$ cat src/rtl/dmem_arbiter_pkg.sv
// Shared definitions for the data-memory arbiter: owner encoding and port indices.
package dmem_arbiter_pkg;

   // Port currently holding a burst of grants.
   typedef enum logic [1:0] {
      OWN_NONE = 2'd0,
      OWN_P0   = 2'd1,
      OWN_P1   = 2'd2
   } owner_e;

   // Port indices; also the encoding of the "last port served" register.
   localparam logic P0_IDX = 1'b0;
   localparam logic P1_IDX = 1'b1;

   // Owner value corresponding to a port index.
   function automatic owner_e own_of(input logic idx);
      return (idx == P1_IDX) ? OWN_P1 : OWN_P0;
   endfunction

endpackage

$ cat src/rtl/dmem_arbiter_rr_pick2.sv
// Combinational two-way round-robin pick with a burst limit.
//  req       in   2    request vector {p1, p0}
//  owner     in   2    port holding the current burst
//  last      in   1    last port served (0 = P0, 1 = P1)
//  count     in   CW   grants given to owner in the current burst
//  gnt_c     out  2    one-hot (or zero) grant vector {p1, p0}
module rr_pick2
   import dmem_arbiter_pkg::*;
#(
   parameter int unsigned MAX_BURST = 4,
   parameter int unsigned CW        = 3
) (
   input  logic [1:0]    req,
   input  owner_e        owner,
   input  logic          last,
   input  logic [CW-1:0] count,
   output logic [1:0]    gnt_c
);

   logic burst_done;

   // Contention is resolved by the burst owner until its limit, else by last-served.
   always_comb begin
      gnt_c      = 2'b00;
      burst_done = (count >= CW'(MAX_BURST));
      case (req)
         2'b01: gnt_c = 2'b01;
         2'b10: gnt_c = 2'b10;
         2'b11: begin
            case (owner)
               OWN_P0:  gnt_c = burst_done ? 2'b10 : 2'b01;
               OWN_P1:  gnt_c = burst_done ? 2'b01 : 2'b10;
               default: gnt_c = (last == P1_IDX) ? 2'b01 : 2'b10;
            endcase
         end
         default: gnt_c = 2'b00;
      endcase
   end

endmodule

$ cat src/rtl/dmem_arbiter.sv
// Shares a single-port data RAM between the CPU port (P0) and the debug/loader port (P1).
// One access per cycle, round-robin with a burst limit; read data returns one cycle after grant.
//  CLOCK_50            in   clock
//  reset               in   synchronous active-high reset
//  pX_req/we/addr/wdata in  port request, write flag, word address, write data
//  pX_gnt              out  access issued this cycle (combinational)
//  p0_stall            out  CPU request pending without grant (combinational)
//  pX_rvalid/rdata     out  read return, one cycle after a read grant
//  ram_addr/data/wren  out  RAM request of the granted port (combinational)
//  ram_q               in   RAM read data, one cycle after address
module dmem_arbiter
   import dmem_arbiter_pkg::*;
#(
   parameter int unsigned AW        = 8,
   parameter int unsigned DW        = 32,
   parameter int unsigned MAX_BURST = 4
) (
   input  logic          CLOCK_50,
   input  logic          reset,
   input  logic          p0_req,
   input  logic          p0_we,
   input  logic [AW-1:0] p0_addr,
   input  logic [DW-1:0] p0_wdata,
   output logic          p0_gnt,
   output logic          p0_stall,
   output logic          p0_rvalid,
   output logic [DW-1:0] p0_rdata,
   input  logic          p1_req,
   input  logic          p1_we,
   input  logic [AW-1:0] p1_addr,
   input  logic [DW-1:0] p1_wdata,
   output logic          p1_gnt,
   output logic          p1_rvalid,
   output logic [DW-1:0] p1_rdata,
   output logic [AW-1:0] ram_addr,
   output logic [DW-1:0] ram_data,
   output logic          ram_wren,
   input  logic [DW-1:0] ram_q
);

   localparam int unsigned CW = $clog2(MAX_BURST + 1);

   owner_e        owner_q, owner_d;
   logic          last_q, last_d;
   logic [CW-1:0] count_q, count_d;
   logic [1:0]    rd_pend_q, rd_pend_d;
   logic [DW-1:0] p0_rdata_q, p0_rdata_d;
   logic [DW-1:0] p1_rdata_q, p1_rdata_d;
   logic [1:0]    gnt_c;
   logic          sel;

   rr_pick2 #(
      .MAX_BURST (MAX_BURST),
      .CW        (CW)
   ) u_pick (
      .req   ({p1_req, p0_req}),
      .owner (owner_q),
      .last  (last_q),
      .count (count_q),
      .gnt_c (gnt_c)
   );

   // Grant, stall and RAM request mux.
   always_comb begin
      ram_addr = '0;
      ram_data = '0;
      ram_wren = 1'b0;
      p0_gnt   = gnt_c[0];
      p1_gnt   = gnt_c[1];
      p0_stall = p0_req & ~gnt_c[0];
      if (gnt_c[0]) begin
         ram_addr = p0_addr;
         ram_data = p0_wdata;
         ram_wren = p0_we & ~reset;
      end else if (gnt_c[1]) begin
         ram_addr = p1_addr;
         ram_data = p1_wdata;
         ram_wren = p1_we & ~reset;
      end
   end

   // Read return: a pending read is cancelled by reset in its return cycle.
   always_comb begin
      p0_rvalid  = rd_pend_q[0] & ~reset;
      p1_rvalid  = rd_pend_q[1] & ~reset;
      p0_rdata   = p0_rvalid ? ram_q : p0_rdata_q;
      p1_rdata   = p1_rvalid ? ram_q : p1_rdata_q;
      p0_rdata_d = p0_rdata;
      p1_rdata_d = p1_rdata;
   end

   // Arbiter next state: burst tracking and read-pending flags.
   always_comb begin
      owner_d   = owner_q;
      last_d    = last_q;
      count_d   = count_q;
      sel       = gnt_c[1];
      rd_pend_d = {gnt_c[1] & ~p1_we, gnt_c[0] & ~p0_we};
      if (gnt_c != 2'b00) begin
         if (owner_q == own_of(sel)) begin
            // Saturate so an uncontended port can keep going without wrapping.
            if (count_q < CW'(MAX_BURST)) begin
               count_d = count_q + CW'(1);
            end
         end else begin
            owner_d = own_of(sel);
            count_d = CW'(1);
         end
         last_d = sel;
      end else begin
         owner_d = OWN_NONE;
         count_d = '0;
      end
   end

   // State registers.
   always_ff @(posedge CLOCK_50) begin
      if (reset) begin
         owner_q    <= OWN_NONE;
         last_q     <= P1_IDX;
         count_q    <= '0;
         rd_pend_q  <= '0;
         p0_rdata_q <= '0;
         p1_rdata_q <= '0;
      end else begin
         owner_q    <= owner_d;
         last_q     <= last_d;
         count_q    <= count_d;
         rd_pend_q  <= rd_pend_d;
         p0_rdata_q <= p0_rdata_d;
         p1_rdata_q <= p1_rdata_d;
      end
   end

endmodule

$ cat config.mk
export PLATFORM = sky130hd
export DESIGN_NAME = dmem_arbiter
export DESIGN_NICKNAME = d
export VERILOG_FILES = /design/src/rtl/dmem_arbiter_pkg.sv /design/src/rtl/dmem_arbiter_rr_pick2.sv /design/src/rtl/dmem_arbiter.sv
export SDC_FILE = /design/constraint.sdc
export NUM_CORES = 1
export LEC_CHECK = 0
export ABC_CLOCK_PERIOD_IN_PS = 7750
export CORE_MARGIN = 1
export CORE_UTILIZATION = 42
export DETAILED_ROUTE_END_ITERATION = 10
export PLACE_DENSITY = 0.88
export SETUP_SLACK_MARGIN = 0.15
export SYNTH_ARGS = -nofsm -noshare
export SYNTH_HDL_FRONTEND = slang
export SYNTH_HIERARCHICAL = 1
export SYNTH_SLANG_ARGS = --single-unit
$ cat constraint.sdc
create_clock -name CLOCK_50 -period 7.75 [get_ports CLOCK_50]
set_clock_uncertainty 0.2 [all_clocks]
set_input_delay 1.55 -clock CLOCK_50 [delete_from_list [all_inputs] [get_ports CLOCK_50]]
set_output_delay 1.55 -clock CLOCK_50 [all_outputs]
set_load 0.03 [all_outputs]
# [After elaboration in Yosys (flattened, before gate mapping)]
# Cells that the tools add are included.
[totals] word_cells=49 out_inout_bits=110 ff_bits=72 inputBits=118
[op_classes] magnitude_cmp=2 addsub=1 n_bitwise=13 muxes=16 eq_ne=7 n_reduce_logical=3
[op_table] op="32-bit two-way mux" n=4
[op_table] op="8-bit two-way mux" n=2
[op_table] op="2-bit two-way mux" n=4
[op_table] op="1-bit bitwise AND" n=7
[op_table] op="2-bit equality test, second input constant" n=3
[op_table] op="1-bit NOT" n=6
[op_table] op="2-bit one-hot mux with 3 select lines" n=1
[op_table] op="2-bit by 1-bit equality test with 1-bit output, second input constant" n=2
[op_table] op="1-bit two-way mux" n=4
[op_table] op="2-bit one-hot mux with 2 select lines" n=1
[op_table] op="3-bit by 1-bit adder with 3-bit output, second input constant" n=1
[op_table] op="3-bit greater-or-equal comparator, second input constant" n=1
[op_table] op="3-bit less-than comparator, second input constant" n=1
[op_table] op="3-bit OR reduction" n=1
[op_table] op="2-bit equality test" n=1
[op_table] op="2-bit by 1-bit inequality test with 1-bit output, second input constant" n=1
[op_table] op="2-bit nonzero test" n=1
[op_table] op="2-bit OR reduction" n=1

# [Longest topological paths before layout]
# Gate-level depths: netlist (run 1).
[logic_depth] depth_word=8 ltp_mapped=8 mapped_depth_nobuf=7

# [Hierarchy]
# Netlist (run 1), hierarchy kept.
[modules_own_cells] module="dmem_arbiter" n_inst=1 seq_area_each_um2=1441.4 cells_per_inst=365 area_per_inst_um2=3906.2
[modules_own_cells] module="rr_pick2" n_inst=1 seq_area_each_um2=0.0 cells_per_inst=12 area_per_inst_um2=93.8

# [Least setup slack after synthesis (run 1)]
# Ideal clock, no wire load.
[synth_timing] path_kind="input to output" start="input port p0_req" end="output port ram_wren" arrival_ps=3874 cell_stages=6 setup_slack_ps=2126 t_required_ps=6000 n_path_buf=1 cell_sequence="and3_1 -> a311oi_1 -> nor2b_1 -> buf_2 -> a22oi_1 -> nor2_1"
[synth_via] elab_chain_len=4 elab_cells_between_ends=6 cone_classes="eq/ne (3); mux (3)"
[synth_lines] element="start, declared" line="dmem_arbiter.sv:20" text="input logic p0_req,"
[synth_lines] element="2-bit equality test or 2-bit by 1-bit equality test with 1-bit output (tied branches)" line="dmem_arbiter_rr_pick2.sv:26" text="case (req)"
[synth_lines] element="2-bit one-hot mux with 3 select lines (*)" line="dmem_arbiter_rr_pick2.sv:26"
[synth_lines] element="net p1_gnt" line="dmem_arbiter.sv:32" text="output logic p1_gnt,"
[synth_lines] element="1-bit two-way mux (*)" line="dmem_arbiter.sv:75" text="end else if (gnt_c[1]) begin"
[synth_lines] element="1-bit two-way mux (*)" line="dmem_arbiter.sv:71" text="if (gnt_c[0]) begin"
[synth_lines] element="end, declared" line="dmem_arbiter.sv:37" text="output logic ram_wren,"
# The timed path passes the listed nets; every way through them passes the cells marked *.

# [Final worst setup path (run 1)]
[layout_timing] start="input port p0_req" end="output port ram_addr[2]"
[layout_via] elab_chain_len=4 elab_cells_between_ends=6 cone_classes="eq/ne (3); mux (3)"
[layout_lines] element="2-bit equality test or 2-bit by 1-bit equality test with 1-bit output (tied branches)" line="dmem_arbiter_rr_pick2.sv:26"
[layout_lines] element="2-bit one-hot mux with 3 select lines (*)" line="dmem_arbiter_rr_pick2.sv:26"
[layout_lines] element="8-bit two-way mux" line="dmem_arbiter.sv:75"
[layout_lines] element="8-bit two-way mux (*)" line="dmem_arbiter.sv:71"
[layout_lines] element="end, declared" line="dmem_arbiter.sv:35" text="output logic [AW-1:0] ram_addr,"
# Mark *: on every way between the ends. The rest lies on a longest branch, timed or not.

==> results of run 1 <==
-- area by class of cell --
| type | instances | area, um^2 | share of cell area |
|---|---|---|---|
| multi-input cells | 266 | 2320 | 0.357 |
| inverters | 6 | 22.5 | 0.00346 |
| flip-flops and latches | 72 | 1440 | 0.222 |
| well taps | 129 | 161 | 0.0248 |
| repair buffers | 231 | 2300 | 0.353 |
| clock buffers | 11 | 131 | 0.0202 |
| clock inverters | 5 | 129 | 0.0198 |
-- kinds of logic (layout without fill, tap and decap cells) --
kind of cell	Yosys count	in the layout	synth area share
muxes	131	131	0.375
buffers and inverters	39	253	0.0594
DFF	72	72	0.360
AOI/OAI and AO/OA	47	47	0.0995
xor gates and xnor gates	1	1	0.00219
and+or+nand+nor	84	84	0.0938
adders and majority gates	3	3	0.00938
-- final timing paths --
| check | from | to | slack, ns |
|---|---|---|---|
| max | p0_req | ram_addr[2] | 1.28 |
| min | p1_rdata_q[28]$_SDFF_PP0_ | p1_rdata_q[28]$_SDFF_PP0_ | 0.30 |
| max reg2reg | owner_q[0]$_SDFFE_PP0P_ | count_q[0]$_SDFFE_PP0P_ | 5.13 |
| min reg2reg | p1_rdata_q[28]$_SDFF_PP0_ | p1_rdata_q[28]$_SDFF_PP0_ | 0.30 |
-- where the power goes --
part           switching [mW]  total, mW  internal [mW]
logic                   0.185      0.368          0.183
clock network           0.137      0.384          0.247
registers              0.0122      0.396          0.384
-- cells in the mapped netlist (2+ instances only) --
library cell / n
dfxtp_1: 72
nor2_1: 68
mux2i_1: 66
a22o_1: 39
mux2_2: 32
mux2_4: 29
buf_2: 13
buf_6: 10
clkbuf_1: 9
inv_1: 6
mux2_1: 4
nor2b_1: 4
ha_1: 3
a211oi_1: 2
nand2_1: 2
nand3b_1: 2
o21ai_0: 2
-- flip-flops by register name, summed over array words and instances, names as in the netlist --
name	cells
owner_q	2
p0_rdata_q	32
p1_rdata_q	32
rd_pend_q	2
count_q	3
last_q	1
-- cells in the final DEF (no fill, tap or decap), types with 2 or more instances in the layout --
cell	synthesis	final
clkdlybuf4s50_1	0	226
dfxtp_1	72	70
nor2_1	68	68
mux2i_1	66	66
a22o_1	39	39
mux2_2	32	32
mux2_4	29	29
clkbuf_8	0	9
inv_1	6	6
mux2_1	4	4
bufinv_16	0	4
buf_4	0	4
nor2b_1	4	3
ha_1	3	3
nand2_1	2	2
o21ai_0	2	2
nand3b_1	2	2
a211oi_1	2	2
clkbuf_1	9	2
dfxtp_2	0	2
-- routing by layer --
metal / vias up / wire length [um]
met4: 2 / 211
met1: 1750 / 4890
met3: 17 / 981
met2: 161 / 6900
met5: - / 10
li1: 1762 / -
-- worst reg2reg max path: stages, from the launching register on --
cell	delay [ns]
dfxtp_1	0.39
inv_1	0.07
ha_1	0.34
and3_1	0.19
a311oi_1	0.79
nand3b_1	0.26
a21oi_1	0.18
nor3_1	0.06
-- per-stage QoR --
stage | instances | power, mW | cell area, um^2
3_3_place_gp | 704 | 0.766 | 6250
2_1_floorplan | 377 | 0.600 | 4000
5_1_grt | 720 | 1.19 | 6510
6_report | 720 | 1.15 | 6510
3_5_place_dp | 704 | 0.773 | 6250
4_1_cts | 720 | 1.16 | 6510
==> qor.csv, run 1 <==
stage,metric,value,unit
setup_path,Critical Path Most Common Cell,clkdlybuf4s50_1,
die,Core Box Area,9240,um^2
sta,Final Cycle Share,0.835,
cells_and_area,Ant. Diodes,0,
clock_tree,post-CTS setup buffer count,0,
setup_path,CP Capture Type,output port,
sta,Tmin final,6.47,ns
global_routing,Total GRT Usage,0.260,
synthesis,unique cell type count in the Yosys netlist,31,
setup_path,worst path cell trace,"clkdlybuf4s50_1, and3_1, a311oi_1, nor2b_2, buf_4, a22o_1, clkdlybuf4s50_1",
die,Die Height,99.6,um
die,Die Area,9920,um^2
sta,Least-Margin Pin Slew,1.12,ns
clock_tree,clock-pin slew on the worst setup and hold paths,0.08,ns
die,die width,99.6,um
sta,fin worst setup slack,1.28,ns
detailed_routing,DRC,0,
placement,Post-DP HPWL,10000,um
synthesis,ys flop type,dfxtp_1,
power,maximum vdd drop,0.116,mV
min_path,Hold/Removal Path Class,register to register,
global_routing,number of global-route vias before repair,3704,
synthesis,register area share after synthesis,0.360,
clock_tree,root buf cell,clkbuf_8,
power,PD cells,176,nW/um^2
global_routing,global routing's busiest layer,met2,
global_routing,total grt overflow,0,
global_routing,initial antenna violation count,1,
global_routing,largest net degree at the start of global routing,73,
sta,Fmax,155,MHz
synthesis,Syn. warnings,6,
detailed_routing,TritonRoute pass-1 iters,4,
sta,slew margin rel.,0.252,
clock_tree,hold_buf cts,0,
die,Boundary Pins,228,
sta,worst hold margin,0.296,ns
synthesis,post-synth top area share,0.360,
setup_path,WP data required,6.00,ns
global_routing,GR Util met1,0.270,
synthesis,"Net Count, Synth",498,
sta,"Hold Vio Cnt, Final",0,
sta,Slew Limit Fails,0,
placement,GPL Wtd Cong,0.852,
synthesis,Post-synth EDFFs,0,
global_routing,first-pass GRT wire length,19600,um
detailed_routing,total routed wirelength,13000,um
detailed_routing,Routed Antenna Nets,0,
setup_path,critical path arrival,4.72,ns
outcome,outcome,"complete, no violations",
detailed_routing,Wirelength per Cell,18.1,um
sta,final setup fails,0,
setup_path,Crit path max-delay family,buffers and inverters,
detailed_routing,via count,3692,
setup_path,critical path startpoint category,primary input,
synthesis,mean cell area of the mapped netlist,10.6,um^2
synthesis,"FF+latch count, synth",72,
power,Leak Pwr,2.55,nW
clock_tree,H-tree depth,3,
min_path,hold depth,2,
cells_and_area,"Core Util, Final",0.705,
clock_tree,Longest Clk Path Bufs,2,
clock_tree,CTS tree,yes,
synthesis,fraction of registers with async set/reset,0,
cells_and_area,fin nets,707,
sta,setup TNS,0,ns
clock_tree,CTS buffer count,9,
synthesis,synthesized cell area,4000,um^2
die,# rows,35,
setup_path,CP bufs+invs,3,
clock_tree,number of gates resized after cts,0,
placement,port bufs,227,
setup_path,CP peak stage delay,0.79,ns
cells_and_area,fraction of layout cells with a size suffix above 1,0.147,
setup_path,critical path class,primary input to output port,
synthesis,cell taking the most area after synthesis,dfxtp_1,
placement,Post-Place Setup Slack,1.37,ns
clock_tree,clk sinks,72,
job,# Max-Cap Violations,0,
cells_and_area,Area Overhead vs Synth,62.7,%
setup_path,stages on the worst setup path,7,
clock_tree,Clock Latency Late Sink,0.34,ns
global_routing,met3 Resource Use GR,0.0829,
die,Initial Util,0.433,
sta,RSZ-0062 raised after global routing,no,
synthesis,post-synthesis cell count,377,
setup_path,"Slowest-stage cell, CP",a311oi_1,
setup_path,maximum fanout along the worst path,39,
detailed_routing,DR iter-0 viols,64,
global_routing,met2 Usage GRT,0.494,
setup_path,Reg2Reg Depth,7,
detailed_routing,Via density,5.13,
synthesis,Synth area leaders,"dfxtp_1 (36%), mux2i_1 (17%), mux2_4 (11%), mux2_2 (9.0%), a22o_1 (8.5%)",
cells_and_area,Filler cells,666,
(Power assumes the default switching activity.)
==> run 2: changes to the inputs <==
ABC_CLOCK_PERIOD_IN_PS = 6500   (was 7750)
CORE_UTILIZATION = 39   (was 42)
PLACE_DENSITY = 0.83   (was 0.88)
clock period = 6.5 ns   (was 7.75 ns; I/O delays follow)
==> run 2 against run 1 <==
Die area up 7.5%. Register-to-register slack worse by 0.90 ns. Utilization down 4.5 points. Non-clock buffer count up 1. Largest cell class unchanged.
==> qor.csv, run 2 (synthesized netlist as in run 1, its figures left out) <==
stage,metric,value,unit
outcome,outcome,"complete, no violations",
clock_tree,CTS buffer count,9,
die,die width,103,um
global_routing,Total GRT Usage,0.232,
clock_tree,root buf cell,clkbuf_8,
clock_tree,number of gates resized after cts,0,
die,Core Box Area,9860,um^2
job,# Max-Cap Violations,0,
global_routing,total grt overflow,0,
global_routing,initial antenna violation count,0,
sta,Least-Margin Pin Slew,1.15,ns
sta,final setup fails,0,
clock_tree,hold_buf cts,0,
sta,fin worst setup slack,1.11,ns
sta,Fmax,186,MHz
setup_path,CP Capture Type,output port,
power,Leak Pwr,2.55,nW
sta,"Hold Vio Cnt, Final",0,
cells_and_area,fraction of layout cells with a size suffix above 1,0.152,
cells_and_area,Ant. Diodes,0,
sta,RSZ-0062 raised after global routing,no,
detailed_routing,DR iter-0 viols,78,
sta,slew margin rel.,0.236,
power,PD cells,206,nW/um^2
setup_path,critical path class,primary input to output port,
detailed_routing,Via density,5.05,
cells_and_area,Filler cells,797,
clock_tree,clk sinks,72,
die,Initial Util,0.406,
placement,Post-Place Setup Slack,1.11,ns
detailed_routing,TritonRoute pass-1 iters,4,
sta,Slew Limit Fails,0,
clock_tree,Clock Latency Late Sink,0.34,ns
cells_and_area,FF+latch area,1440,um^2
clock_tree,clock-pin slew on the worst setup and hold paths,0.07,ns
die,Die Area,10700,um^2
sta,setup TNS,0,ns
die,Die Height,103,um
detailed_routing,Routed Antenna Nets,0,
detailed_routing,DRC,0,
placement,GPL Wtd Cong,0.906,
power,maximum vdd drop,0.0967,mV
setup_path,WP data required,5.00,ns
cells_and_area,area occupied by multi-input gates,2320,um^2
setup_path,maximum fanout along the worst path,40,
die,Boundary Pins,228,
clock_tree,Longest Clk Path Bufs,2,
cells_and_area,"most common cell after layout, fill and taps aside",clkdlybuf4s50_1,
global_routing,number of global-route vias before repair,3503,
clock_tree,CTS tree,yes,
cells_and_area,most frequent cells in the layout,"clkdlybuf4s50_1 (226), dfxtp_1 (70), nor2_1 (68)",
setup_path,R2R setup slack,4.23,ns
detailed_routing,Wirelength per Cell,17.5,um
global_routing,largest net degree at the start of global routing,73,
detailed_routing,total routed wirelength,12700,um
setup_path,critical path startpoint category,primary input,
setup_path,critical path arrival,3.89,ns
sta,Final Cycle Share,0.829,
cells_and_area,Top Registers,"p0_rdata_q: 32 flops, p1_rdata_q: 32 flops, count_q: 3 flops",
sta,Tmin final,5.39,ns
placement,port bufs,227,
min_path,Hold/Removal Path Class,register to register,
cells_and_area,Area Overhead vs Synth,62.7,%
die,# rows,36,
global_routing,first-pass GRT wire length,18400,um
clock_tree,H-tree depth,3,
clock_tree,post-CTS setup buffer count,0,
cells_and_area,fin nets,708,
placement,Post-DP HPWL,9570,um
detailed_routing,via count,3663,
[run 2: changes by cell type in the layout (fill, tap and decap cells not counted), sizes merged]
cell | previous run | this run
clkbuf | 11 | 9
clkinv | 1 | 3
buf | 5 | 6
bufinv | 4 | 3
clkinvlp | 0 | 1
[run 2: area by class of cell]
type / count / share of cell area
Clock buffer: 9 / 0.0190
Clock inverter: 7 / 0.0185
Inverter: 6 / 0.00346
Multi-Input combinational cell: 266 / 0.357
Sequential cell: 72 / 0.222
Tap cell: 133 / 0.0256
Timing Repair Buffer: 232 / 0.354
[run 2: metal layers]
metal,part of all wire,track usage,up-vias
li1,-,-,1763
met3,0.066,0.0645,24
met5,0,0,-
met1,0.39,0.251,1716
met2,0.51,0.416,160
met4,0.035,0.117,0
[run 2: where the power goes]
part           total, mW  switching (mW)  internal, mW
Sequential         0.472          0.0144         0.458
Clock              0.429           0.173         0.255
Combinational      0.440           0.222         0.219
Total               1.34           0.410         0.932
[run 2: path summary, 6_finish.rpt]
kind | endpoint | startpoint | cells after the start
worst max-delay path | ram_addr[0] | p0_req | 8
worst min-delay path | p1_rdata_q[30]$_SDFF_PP0_ | p1_rdata_q[30]$_SDFF_PP0_ | 2
worst max register to register | count_q[2]$_SDFFE_PP0N_ | owner_q[0]$_SDFFE_PP0P_ | 7
worst min register to register | p1_rdata_q[30]$_SDFF_PP0_ | p1_rdata_q[30]$_SDFF_PP0_ | 2
[run 2: critical path, cell delays in order]
cell             delay [ns]
clkdlybuf4s50_1        0.46
and3_1                 0.20
a311oi_1               0.23
buf_4                  0.19
nor2b_2                0.13
buf_4                  0.35
a22o_1                 0.29
clkdlybuf4s50_1        0.71
[run 2: through the flow]
step | instances | cell area, um^2 | hold slack, ns | power (mW) | util
3_5_place_dp | 709 | 6260 | 0.280 | 0.924 | 0.635
2_1_floorplan | 377 | 4000 | 0.247 | 0.716 | -
3_3_place_gp | 709 | 6260 | 0.265 | 0.918 | 0.635
4_1_cts | 725 | 6510 | 0.301 | 1.36 | 0.660
6_report | 725 | 6510 | 0.295 | 1.34 | 0.660
5_1_grt | 725 | 6510 | 0.317 | 1.39 | 0.660
